`src/rtl/ex_hazard_ctrl.sv`:
```
// EX-stage hazard controller: operand forwarding, load-use/branch stall-flush, multi-cycle sequencing with watchdog.
// Optional performance counters are enabled by defining EX_HAZARD_PERF_CNT_EN.
module ex_hazard_ctrl #(
    parameter int MC_TIMEOUT = 64,
    parameter int CNT_W      = 32
) (
    input  logic             clk,
    input  logic             rst_n,
    input  logic [4:0]       rs1_D,
    input  logic [4:0]       rs2_D,
    input  logic [4:0]       rs1_E,
    input  logic [4:0]       rs2_E,
    input  logic [4:0]       rd_E,
    input  logic             memRead_E,
    input  logic [4:0]       rd_M,
    input  logic             regWrite_M,
    input  logic [4:0]       rd_W,
    input  logic             regWrite_W,
    input  logic             PCSrctE,
    input  logic             mc_req_E,
    input  logic             mc_done,
    output logic [1:0]       FowardAE,
    output logic [1:0]       FowardBE,
    output logic             StallF,
    output logic             StallD,
    output logic             StallE,
    output logic             FlushD,
    output logic             FlushE,
    output logic             FlushM,
    output logic             mc_start,
    output logic             mc_abort,
    output logic             mc_busy,
    output logic [1:0]       state_dbg
`ifdef EX_HAZARD_PERF_CNT_EN
    ,
    output logic [CNT_W-1:0] stall_cnt,
    output logic [CNT_W-1:0] flush_cnt,
    output logic [7:0]       abort_cnt
`endif
);

    typedef enum logic [1:0] {
        IDLE      = 2'd0,
        MC_LAUNCH = 2'd1,
        MC_WAIT   = 2'd2
    } state_t;

    localparam logic [7:0] WD_LOAD = 8'(MC_TIMEOUT - 1);

    if (MC_TIMEOUT < 2 || MC_TIMEOUT > 255 || CNT_W < 1) begin : g_bad_params
        $error("ex_hazard_ctrl: illegal MC_TIMEOUT or CNT_W");
    end

    state_t     state;
    logic [7:0] wd_cnt;
    logic       load_use;
    logic       wd_expired;

    function automatic logic [1:0] fwd_sel(
        input logic [4:0] rs,
        input logic [4:0] rdm,
        input logic       wem,
        input logic [4:0] rdw,
        input logic       wew
    );
        if (wem && rdm != 5'd0 && rdm == rs)
            return 2'b10;
        else if (wew && rdw != 5'd0 && rdw == rs)
            return 2'b01;
        else
            return 2'b00;
    endfunction

    // Selects are forced to 00 while reset is held so no output toggles in reset.
    always_comb begin
        FowardAE = 2'b00;
        FowardBE = 2'b00;
        if (rst_n) begin
            FowardAE = fwd_sel(rs1_E, rd_M, regWrite_M, rd_W, regWrite_W);
            FowardBE = fwd_sel(rs2_E, rd_M, regWrite_M, rd_W, regWrite_W);
        end
    end

    assign load_use   = memRead_E && (rd_E != 5'd0) && (rd_E == rs1_D || rd_E == rs2_D);
    assign wd_expired = (wd_cnt == 8'd0);
    assign state_dbg  = state;

    always_comb begin
        StallF   = 1'b0;
        StallD   = 1'b0;
        StallE   = 1'b0;
        FlushD   = 1'b0;
        FlushE   = 1'b0;
        FlushM   = 1'b0;
        mc_start = 1'b0;
        mc_abort = 1'b0;
        mc_busy  = 1'b0;
        if (rst_n) begin
            case (state)
                IDLE: begin
                    if (PCSrctE) begin
                        FlushD = 1'b1;
                        FlushE = 1'b1;
                    end else if (!mc_req_E && load_use) begin
                        StallF = 1'b1;
                        StallD = 1'b1;
                        FlushE = 1'b1;
                    end
                end
                MC_LAUNCH: begin
                    mc_start = 1'b1;
                    StallF   = 1'b1;
                    StallD   = 1'b1;
                    StallE   = 1'b1;
                    FlushM   = 1'b1;
                end
                MC_WAIT: begin
                    mc_busy  = 1'b1;
                    StallF   = 1'b1;
                    StallD   = 1'b1;
                    StallE   = 1'b1;
                    FlushM   = 1'b1;
                    mc_abort = !mc_done && wd_expired;
                end
                default: ;
            endcase
        end
    end

    // Stalls are asserted through the exit cycle; release takes effect on the next edge.
    always_ff @(posedge clk or negedge rst_n) begin
        if (!rst_n) begin
            state  <= IDLE;
            wd_cnt <= 8'd0;
        end else begin
            case (state)
                IDLE: begin
                    if (!PCSrctE && mc_req_E)
                        state <= MC_LAUNCH;
                end
                MC_LAUNCH: begin
                    wd_cnt <= WD_LOAD;
                    state  <= MC_WAIT;
                end
                MC_WAIT: begin
                    if (mc_done || wd_expired) begin
                        state  <= IDLE;
                        wd_cnt <= 8'd0;
                    end else begin
                        wd_cnt <= wd_cnt - 8'd1;
                    end
                end
                default: state <= IDLE;
            endcase
        end
    end

`ifdef EX_HAZARD_PERF_CNT_EN
    always_ff @(posedge clk or negedge rst_n) begin
        if (!rst_n) begin
            stall_cnt <= '0;
            flush_cnt <= '0;
            abort_cnt <= 8'd0;
        end else begin
            if (StallF)
                stall_cnt <= stall_cnt + 1'b1;
            if (FlushE || FlushM)
                flush_cnt <= flush_cnt + 1'b1;
            if (mc_abort)
                abort_cnt <= abort_cnt + 8'd1;
        end
    end
`endif

endmodule

```
`config.mk`:
```
export PLATFORM = sky130hd
export DESIGN_NAME = ex_hazard_ctrl
export DESIGN_NICKNAME = d
export VERILOG_FILES = /design/src/rtl/ex_hazard_ctrl.sv
export SDC_FILE = /design/constraint.sdc
export NUM_CORES = 1
export LEC_CHECK = 0
export BUFFER_PORTS_ARGS = -buffer_cell sky130_fd_sc_hd__buf_2
export CAP_MARGIN = 25
export CELL_PAD_IN_SITES_DETAIL_PLACEMENT = 0
export CELL_PAD_IN_SITES_GLOBAL_PLACEMENT = 1
export CORE_AREA = 3 3 68 70
export DETAILED_ROUTE_END_ITERATION = 7
export DIE_AREA = 0 0 71 73
export GPL_TIMING_DRIVEN = 1
export PLACE_DENSITY_LB_ADDON = 0.1
export SYNTH_ARGS = -nofsm -noshare
export SYNTH_HDL_FRONTEND = slang
export SYNTH_SLANG_ARGS = --single-unit
```
`constraint.sdc`:
```
create_clock -name clk -period 1.48 [get_ports clk]
set_input_delay 0 -clock clk [delete_from_list [all_inputs] [get_ports clk]]
set_output_delay 0 -clock clk [all_outputs]
set_load 0.03 [all_outputs]
```
[Word level (Yosys, flattened, before mapping)]
Index checks and enable logic that the tools add are counted.
Operators by class
  add/sub/neg operators: 1
  mux-type cells: 29
  reduce and logical (&&, ||, !) cells: 24
  equality and inequality tests: 10
Operators with widths (count)
  == test 5 bit: 6
  two-way mux 1 bit: 19
  case mux 8 bit (2 select lines): 1
  nonzero test 5 bit: 3
  two-way mux 2 bit: 6
  logical AND 1 bit: 11
  zero test 8 bit: 1
  two-way mux 8 bit: 1
  subtractor 8 x 1 -> 8 bit (second input constant): 1
  case mux 2 bit (3 select lines): 1
  inequality test 2 bit (second input constant): 2
  zero test 1 bit: 3
  == test 2 x 1 -> 1 bit (second input constant): 1
  == test 2 bit (second input constant): 1
  zero test 2 bit: 1
  logical OR 1 bit: 2
  case mux 1 bit (2 select lines): 1
  AND reduction 2 bit: 1
  nonzero test 2 bit: 1
  OR reduction 2 bit: 1
Word-level totals
  register bits: 10

[Logic depth before layout (Yosys ltp)]
Gate-level depths: netlist of the first run.
  word-level depth: 8
  mapped depth: 7
  gate-level depth less buffers: 6

[Least setup slack after synthesis of the first run]
OpenSTA, ideal clock, no wires.
  path type: register to output
  from: register state[0] (netlist: state_dbg[0])
  to: output StallF
  slack: -561 ps
  path buffers: 1
  stages on the path, launching flop included: 6
  arrival: 2041 ps
  cells stage by stage: dfrtp_1 ha_1 nor2b_1 nand4b_1 o21ai_0 buf_4
On the way
  word-level cells in the longest chain between the ends: 4
  elaborated cells on any way between the ends: 6
  those cells by class: eq/ne: 2; mux: 2; reduce/logical: 2
RTL lines
  start, declared: RTL line 54  | state_t state;
  start signal, assigned: RTL line 133  | state <= IDLE;
  start signal, assigned: RTL line 139  | state <= MC_LAUNCH;
  start signal, assigned: RTL line 143  | state <= MC_WAIT;
  == test 2 bit or == test 2 x 1 -> 1 bit (tied branches)
  OR reduction 2 bit (no source line)
  case mux 1 bit (2 select lines) (*)
  two-way mux 1 bit (*)
  end, declared: RTL line 24  | output logic StallF,
Mark *: on every way between the ends. The rest lies on a longest branch, timed or not.

[Final worst setup path of the first run]
  from: register wd_cnt[3]
  to: output mc_abort
On the way
  word-level cells in the longest chain between the ends: 4
RTL lines
  start, declared: RTL line 55  | logic [7:0] wd_cnt;
  start signal, assigned: RTL line 150  | wd_cnt <= wd_cnt - 8'd1;
  zero test 8 bit: RTL line 85  | assign wd_expired = (wd_cnt == 8'd0);
  logical AND 1 bit: RTL line 123  | mc_abort = !mc_done && wd_expired;
  two-way mux 1 bit: RTL line 99  | case (state)
  two-way mux 1 bit: RTL line 98  | if (rst_n) begin
  end, declared: RTL line 31  | output logic mc_abort,
No other way between the ends.

==> summary.txt, run 1 <==
I/O Buffers: 57
Worst VDD drop: 0.00110 V
Async SR Flop Fraction: 1.00
Clock Pin Slew Worst Setup and Hold Paths: 0.06 ns
starting density of the core: 0.289
Slowest-stage cell, CP: dfrtp_1
Max FO, Critical Path: 2
Post-Syn Instances: 134
post-synthesis compound-gate area fraction: 0.186
sequential-to-total area share from yosys stat: 0.215
CP dominant cell by count: buf_6
Setup Viol. Count Final: 7
final wirelength: 3930 um
Die Y: 73 um
Arr. time, crit path: 1.61 ns
root buf cell: clkbuf_8
synthesized area per cell: 8.69 um^2
status: complete, but fails checks
drt drc: 0
DR vias: 1308
mux contribution to synthesized area: 0.00967
Routed Antenna Nets: 0
Primary FF master, synth: dfrtp_1
CP top delay family: simple AND/OR/NAND/NOR gates
CP Capture Type: primary output
most frequent cells in the layout: 52 x buf_2, 24 x xor2_1, 21 x buf_4
# Max-Cap Violations: 0
Pleak: 0.890 nW
WP buf/inv: 3
fmax: 622 MHz
kind of critical path: reg2out
post-synthesis simple-gate area fraction: 0.241
Tot GR Track Use: 0.157
GP Congestion: 0.879
share of cells above drive strength 1: 0.569
IO Count: 58
Post-Layout Inst Area: 1960 um^2
Synth Area in XOR/XNOR: 0.226
# clock sinks: 10
Placement Cell Area: 1700 um^2
die area: 5180 um^2
Fin Clk Skew: 0.00227 ns
startpoint types: register
Reg2Reg Setup Slack: -0.06 ns
HPWL after DPL: 3110 um
clock buffer depth: 2
largest cells by area after synthesis: dfrtp_1 21%, xor2_1 18%, ha_1 7.5%, xnor2_1 4.5%, a22o_1 3.0%
final slew viol count: 0
pin count of the biggest net entering global routing: 16
failing checks: setup timing
vias in the first global route: 1386
syn_nets: 184
Hold/Removal Path Class: in2reg
P&R area growth vs syn: 68.5%
synth unique cells: 41
final worst slack: -0.127 ns
DIE WIDTH: 71 um
DR pass1 iterations: 4
nets: 269
Post-synth EDFFs: 0
synthesis-stage register bit count: 10
fin crit share: 1.09
Std-Cell Core Area: 4030 um^2
final core utilization: 0.487
Yosys Warn Count: 0
Synth top area share: 0.215
initial antenna violation count: 0
final hold violation count: 0
H-tree lvl count: 1
Num CTS Buffers: 3
CTS tree: built
clk_lat worst skew: 0.24 ns
area leader, netlist: dfrtp_1
gr ovfl total: 0
Worst-Margin Slew: 0.544 ns
Synth Area in Adders: 0.0752
Power per Cell Area: 1380 nW/um^2
Relative slew margins: 0.636
WL/cell: 14.7 um
CP max stage delay: 0.40 ns
# rows: 23
fin crit period: 1.61 ns
Vias/cell: 4.88
ant diodes: 0
Req. time, crit path: 1.48 ns
Iter 0 DRT Violations: 33
Netlist Area Pre-Place: 1160 um^2
most common cell after layout, fill and taps aside: buf_2
CP cell instances: nor4_4, buf_4, buf_6, and4b_2, buf_6
first-pass GRT wire length: 6640 um
RSZ-0062 raised after global routing: yes
largest family of logic cells by synthesized area: simple AND/OR/NAND/NOR gates
Tot Pwr: 2.72 mW
-- Yosys cell counts (3+ instances only) --
cell and instances:
a22o_1 4, and2_1 5, dfrtp_1 10, ha_1 7, inv_1 7, nand2_1 4
nand2b_1 3, nand3_1 6, nor2_1 7, nor3_1 5, o211ai_1 3, o21ai_0 4
or4_1 4, xnor2_1 6, xor2_1 24
-- per-layer routing --
| layer | routed length [um] | vias to the layer above | GRT usage |
|---|---|---|---|
| met5 | 0 | - | 0 |
| li1 | - | 654 | - |
| met4 | 37 | 0 | 0.0376 |
| met1 | 1730 | 608 | 0.199 |
| met3 | 206 | 5 | 0.0234 |
| met2 | 1960 | 41 | 0.278 |
-- metrics by stage --
step / setup TNS [ns] / hold WS (ns) / instances / setup WS (ns)
floorplan: -0.257 / -0.296 / 134 / -0.100
global placement: -0.777 / 0.0256 / 257 / -0.142
detailed placement: -1.14 / 0.0253 / 257 / -0.193
CTS: -0.876 / 0.226 / 267 / -0.105
global route: -1.44 / 0.275 / 268 / -0.213
finish: -0.334 / 0.242 / 268 / -0.127
-- sequential cells by signal, summed over array words and instances (netlist names) --
signal and flops:
wd_cnt 8, state_dbg 2
-- worst min-delay path, delay by kind of cell --
kind            cells  cell delay (ns)
simple gates        2             0.25
buf+inv             1             0.09
compound gates      1             0.11
-- timing repair --
action / 4_1_cts / 5_1_grt
hold buffers: 1 / 0
resized for setup: 27 / 14
endpoints found under the hold margin: 10 / 0
setup endpoints to repair: 16 / 17
buffers inserted: 5 / 1
pin swaps: 8 / 6
-- cells by family (layout without fill, tap and decap cells) --
group | count (synthesis) | in the layout
AOI/OAI and AO/OA | 30 | 30
xor gates and xnor gates | 30 | 30
adders and majority gates | 7 | 7
buffers and inverters | 11 | 95
DFF | 10 | 10
muxes | 1 | 1
and+or+nand+nor | 45 | 45
-- path summary, 6_finish.rpt --
| path | from | endpoint | cells past startpoint |
|---|---|---|---|
| worst max-delay path | wd_cnt[3]$_DFFE_PN0N_ | mc_abort | 5 |
| worst min-delay path | mc_req_E | state_dbg[0]$_DFFE_PN0P_ | 4 |
| worst max register to register | wd_cnt[3]$_DFFE_PN0N_ | state_dbg[1]$_DFFE_PN0P_ | 5 |
| worst min register to register | wd_cnt[1]$_DFFE_PN0N_ | wd_cnt[1]$_DFFE_PN0N_ | 2 |
| max in group asynchronous | rst_n | state_dbg[1]$_DFFE_PN0P_ | 3 |
| min in group asynchronous | rst_n | wd_cnt[6]$_DFFE_PN0N_ | 3 |
-- area by class of cell --
cell class	instances	area, um^2
Inverter	7	26.3
Sequential cell	10	253
Timing Repair Buffer	84	537
Fill cell	397	2070
Clock buffer	4	55.1
Multi-Input combinational cell	113	1030
Tap cell	50	62.6
-- power by group --
part / switching (mW) / internal [mW]
logic: 0.948 / 0.930
registers: 0.102 / 0.380
clock network: 0.122 / 0.235
total: 1.17 / 1.54
(Power assumes the default switching activity.)
==> inputs of run 2 (changes only) <==
Settings changed: SETUP_SLACK_MARGIN from default to 0.2.
==> run 2 against run 1 <==
Compared with the run above: the run still ends with setup timing left; non-clock buffer count is 9 higher; critical endpoint unchanged; sequential power is 2% lower; clock power is 4% lower; highest routed layer unchanged; global-route usage is 0.18 points higher; largest cell class unchanged; setup slack better by 0.030 ns.
==> summary.txt, run 2 (same netlist as run 1, synthesis figures left out) <==
IO Count: 58
# clock sinks: 10
share of cells above drive strength 1: 0.604
most frequent cells in the layout: 37 x buf_2, 27 x buf_4, 25 x buf_6
final wirelength: 4070 um
DIE WIDTH: 71 um
ant diodes: 0
fin crit share: 1.07
Clock Pin Slew Worst Setup and Hold Paths: 0.05 ns
Worst-Margin Slew: 0.536 ns
final hold violation count: 0
max FFs per register: 8
startpoint types: register
Tot GR Track Use: 0.158
final slew viol count: 0
Setup Viol. Count Final: 9
die area: 5180 um^2
GP Congestion: 0.877
# rows: 23
RSZ-0062 raised after global routing: yes
Arr. time, crit path: 1.58 ns
Iter 0 DRT Violations: 22
root buf cell: clkbuf_8
Vias/cell: 4.88
vias in the first global route: 1450
failing checks: setup timing
gr ovfl total: 0
H-tree lvl count: 1
I/O Buffers: 57
kind of critical path: reg2out
Cell Count, Final, Fillers Out: 277
DR vias: 1352
Relative slew margins: 0.642
Fin Clk Skew: 0.00320 ns
starting density of the core: 0.289
fmax: 634 MHz
pin count of the biggest net entering global routing: 11
nets: 278
Hold/Removal Path Class: in2reg
final worst slack: -0.0971 ns
Placement Cell Area: 1720 um^2
Std-Cell Core Area: 4030 um^2
FF/Latch Area: 254 um^2
clock buffer depth: 2
Pleak: 0.984 nW
Req. time, crit path: 1.48 ns
P&R area growth vs syn: 93.1%
Fill cells: 344
DR pass1 iterations: 4
Power per Cell Area: 1410 nW/um^2
initial antenna violation count: 0
register name with the most flops: wd_cnt
# Max-Cap Violations: 0
clk_lat worst skew: 0.23 ns
Post-Layout Inst Area: 2250 um^2
HPWL after DPL: 2940 um
status: complete, but fails checks
CP Capture Type: primary output
fin crit period: 1.58 ns
Die Y: 73 um
Routed Antenna Nets: 0
Max FO, Critical Path: 2
Worst VDD drop: 0.00107 V
final hold slack: 0.266 ns
WL/cell: 14.7 um
placed cell count: 256
first-pass GRT wire length: 6590 um
setup tns final: -0.549 ns
drt drc: 0
CTS tree: built
area taken by multi-input logic gates: 1120 um^2
most common cell after layout, fill and taps aside: buf_2
Num CTS Buffers: 3
run 2: cell types whose count changed in the layout (fill, tap and decap cells not counted), moves of 3 or more:
cell / change
buf_2: -15
buf_4: +6
buf_6: +16
nor4_4: +4
or4_1: -3
or4_4: +3
run 2: layer usage:
metal	GRT usage	vias to the layer above	part of all wire
met2	0.296	40	0.53
met5	0	-	0
met4	0.0522	0	0.0081
met1	0.181	642	0.42
met3	0.0303	4	0.043
li1	-	666	-
run 2: timing repair:
item | 4_1_cts | 5_1_grt
setup buffers | 14 | 2
hold buffers | 1 | 0
setup endpoints to repair | 23 | 23
gates resized for setup | 60 | 23
endpoints found under the hold margin | 10 | 0
cloned | 0 | 0
pin swaps | 19 | 11
run 2: final timing paths:
check	startpoint	to	slack (ns)	depth (start not counted)
max	state_dbg[0]$_DFFE_PN0P_	mc_abort	-0.1	7
min	mc_req_E	state_dbg[0]$_DFFE_PN0P_	0.27	4
max reg2reg	wd_cnt[0]$_DFFE_PN0N_	wd_cnt[4]$_DFFE_PN0N_	-0.1	7
min reg2reg	wd_cnt[7]$_DFFE_PN0N_	wd_cnt[7]$_DFFE_PN0N_	0.61	2
max in group asynchronous	rst_n	wd_cnt[3]$_DFFE_PN0N_	0.61	3
min in group asynchronous	rst_n	wd_cnt[0]$_DFFE_PN0N_	0.50	3
run 2: worst max-delay path, cell delays in order (launching register included):
cell,delay (ns)
dfrtp_2,0.41
buf_6,0.13
inv_6,0.06
ha_4,0.14
buf_6,0.09
and2_4,0.13
and4b_2,0.25
buf_6,0.13
run 2: layout make-up:
class	instances	area share
inverters	7	0.0139
repair buffers	93	0.324
well taps	50	0.0278
multi-input cells	113	0.497
flip-flops and latches	10	0.113
clock buffers	4	0.0245
run 2: through the flow:
step | setup slack (ns) | total power, mW | utilization
floorplan | -0.100 | 1.45 | -
global placement | -0.126 | 2.01 | 0.426
detailed placement | -0.174 | 2.04 | 0.426
CTS | -0.0835 | 3.01 | 0.531
global route | -0.177 | 3.40 | 0.558
finish | -0.0971 | 3.18 | 0.558
run 2: power by group:
group | switching, mW | internal [mW]
Combinational | 1.09 | 1.28
Sequential | 0.0887 | 0.383
Clock | 0.109 | 0.234
==> inputs of run 3 (changes only) <==
Settings changed: ABC_AREA from default to 1, CORE_AREA 3 3 68 70 to 3 3 72 74, DIE_AREA 0 0 71 73 to 0 0 75 77, SKIP_CTS_REPAIR_TIMING from default to 1.
==> run 3 against run 2 <==
Compared with the run above: the flow still finishes with violations (setup timing); fmax is 2.1% higher; synthesized cell count grew 47%; critical path depth decreased by 2; global-route usage fell by 3.6 points; flip-flop and latch count unchanged; worst hold slack lost 0.034 ns; via count is 3.9% higher; setup slack better by 0.032 ns; wire length is 15% lower; largest cell class unchanged.
==> summary.txt, run 3 <==
routed length on met2: 1630 um
final slew viol count: 0
clk_lat worst skew: 0.24 ns
synth unique cells: 26
Vias/cell: 4.30
pin count of the biggest net entering global routing: 9
Flop pwr share: 0.157
I/O Buffers: 57
ant diodes: 0
final hold violation count: 0
final worst slack: -0.0653 ns
max FFs per register: 8
Post-Layout Inst Area: 1950 um^2
first-pass GRT wire length: 5650 um
Fin Clk Skew: 0.00743 ns
startpoint types: register
P&R area growth vs syn: 52.9%
Num CTS Buffers: 3
# clock sinks: 10
# Max-Cap Violations: 0
CP Capture Type: primary output
Reg2Reg Setup Slack: 0.06 ns
met3 wire length: 222 um
Iter 0 DRT Violations: 28
area leader, netlist: dfrtp_1
Post-Syn Instances: 197
Clock Pin Slew Worst Setup and Hold Paths: 0.05 ns
Max FO, Critical Path: 5
Worst-Margin Slew: 0.365 ns
Reg2Reg Depth: 7
most common cell in the synthesized netlist: nand2_1
commonest cells in the netlist: 46 x nand2_1, 36 x inv_1, 18 x nor2_1, 15 x xnor2_1
Setup Viol. Count Final: 3
synthesis-stage register bit count: 10
RSZ-0062 raised after global routing: yes
die area: 5780 um^2
Std-Cell Core Area: 4660 um^2
Req. time, crit path: 1.48 ns
Pleak: 1.07 nW
vias in the first global route: 1312
combinational cell fraction of total power: 0.731
most common cell after layout, fill and taps aside: buf_2
WP buf/inv: 3
Netlist Area Pre-Place: 1280 um^2
highest routed metal layer: met4
drt drc: 0
DR vias: 1405
Async SR Flop Fraction: 1.00
Power Internal: 1.48 mW
fin crit period: 1.55 ns
Worst Hold Depth: 5
CP max stage delay: 0.41 ns
Primary FF master, synth: dfrtp_1
P_sw: 1.24 mW
reg-to-reg endpoint: wd_cnt[7]$_DFFE_PN0N_
CP cell instances: inv_4, ha_4, clkinvlp_4, a21oi_4, buf_6
CP top delay family: flip-flops
Synth top area share: 0.196
DIE WIDTH: 75 um
root buf cell: clkbuf_8
Hold/Removal Path Class: in2reg
register name with the most flops: wd_cnt
starting density of the core: 0.274
H-tree lvl count: 1
Yosys Warn Count: 0
largest cells by area after synthesis: dfrtp_1 20%, nand2_1 14%, inv_1 11%, xnor2_1 10%, ha_1 6.9%
synthesized area per cell: 6.48 um^2
HPWL after DPL: 2910 um
DR pass1 iterations: 4
Post-synth EDFFs: 0
status: complete, but fails checks
clock buffer depth: 2
Clk pwr share: 0.112
syn_nets: 247
Metal-1 WL: 1580 um
# rows: 25
initial antenna violation count: 0
fmax: 647 MHz
fin crit share: 1.04
worst min-delay path startpoint: mc_done
nets: 324
final wirelength: 3460 um
Power per Cell Area: 1390 nW/um^2
failing checks: setup timing
Worst VDD drop: 0.000662 V
kind of critical path: reg2out
Sw Share: 0.455
Placement Cell Area: 1680 um^2
most frequent cells in the layout: 48 x buf_2, 41 x nand2_1, 28 x inv_1
Die Y: 77 um
Arr. time, crit path: 1.55 ns
IO Count: 58
worst hold path endpoint: wd_cnt[1]$_DFFE_PN0N_
WL/cell: 10.6 um
gr ovfl total: 0
final hold slack: 0.231 ns
GP Congestion: 0.753
Slowest-stage cell, CP: dfrtp_2
CTS tree: built
Relative slew margins: 0.754
RR Startpoint: state_dbg[1]$_DFFE_PN0P_
Routed Antenna Nets: 0
Tot GR Track Use: 0.123
share of cells above drive strength 1: 0.447
sequential-to-total area share from yosys stat: 0.196
run 3: cell types whose count changed after synthesis, sizes merged, moves of 4 or more:
cell | before | now
nand2 | 4 | 52
a22o | 4 | 0
and2 | 5 | 0
inv | 7 | 41
xnor2 | 6 | 15
a21oi | 2 | 9
nand3 | 6 | 10
nor2 | 7 | 21
xor2 | 24 | 10
or4 | 4 | 0
nor4 | 5 | 0
run 3: area by class of cell:
| cell class | instances | area (um^2) |
|---|---|---|
| clock buffers | 4 | 45.0 |
| fillers | 523 | 2710 |
| inverters | 41 | 168 |
| multi-input cells | 144 | 958 |
| flip-flops and latches | 10 | 253 |
| well taps | 54 | 67.6 |
| repair buffers | 74 | 460 |
run 3: power by group through the flow:
stage	sequential [mW]	clock, mW	combinational, mW
2_1_floorplan	0.478	0	0.991
3_3_place_gp	0.437	0	1.36
3_5_place_dp	0.439	0	1.35
4_1_cts	0.434	0.322	1.36
5_1_grt	0.435	0.334	2.19
6_report	0.427	0.304	1.99
run 3: worst register-to-register path: cells and delay by family, from the launching register on:
family / cells / cell delay, ns
xor gates and xnor gates: 1 / 0.16
and+or+nand+nor: 2 / 0.15
adders and majority gates: 1 / 0.30
DFF: 1 / 0.41
buffers and inverters: 3 / 0.28
run 3: worst max-delay path by stage:
stage	start	endpoint	slack [ns]	depth (start not counted)
5_1_grt	state_dbg[0]$_DFFE_PN0P_	StallF	-0.12	5
2_1_floorplan	state_dbg[1]$_DFFE_PN0P_	StallF	0.07	7
3_3_place_gp	wd_cnt[0]$_DFFE_PN0N_	state_dbg[1]$_DFFE_PN0P_	0.13	11
3_5_place_dp	wd_cnt[1]$_DFFE_PN0N_	state_dbg[1]$_DFFE_PN0P_	0.10	11
6_report	state_dbg[1]$_DFFE_PN0P_	StallF	-0.07	5
4_1_cts	state_dbg[0]$_DFFE_PN0P_	mc_abort	-0.13	5
run 3: kinds of logic after synthesis:
group,after synthesis,share of synthesized area
xor gates and xnor gates,25,0.172
DFF,10,0.196
and+or+nand+nor,94,0.347
adders and majority gates,7,0.0686
AOI/OAI and AO/OA,18,0.0804
buffers and inverters,43,0.136
run 3: through the flow:
| step | std cells | setup WS, ns | total power, mW | util | TNS, ns |
|---|---|---|---|---|---|
| CTS | 312 | -0.130 | 2.12 | 0.369 | -0.371 |
| detailed placement | 308 | 0.100 | 1.79 | 0.360 | 0 |
| global placement | 308 | 0.130 | 1.79 | 0.360 | 0 |
| finish | 327 | -0.0653 | 2.72 | 0.419 | -0.157 |
| global route | 327 | -0.116 | 2.96 | 0.419 | -0.506 |
| floorplan | 197 | 0.0667 | 1.47 | - | 0 |
run 3: per-layer routing:
metal / track usage / vias up
met5: 0 / -
met4: 0.0214 / 0
met3: 0.0328 / 4
met2: 0.204 / 40
met1: 0.158 / 610
li1: - / 751
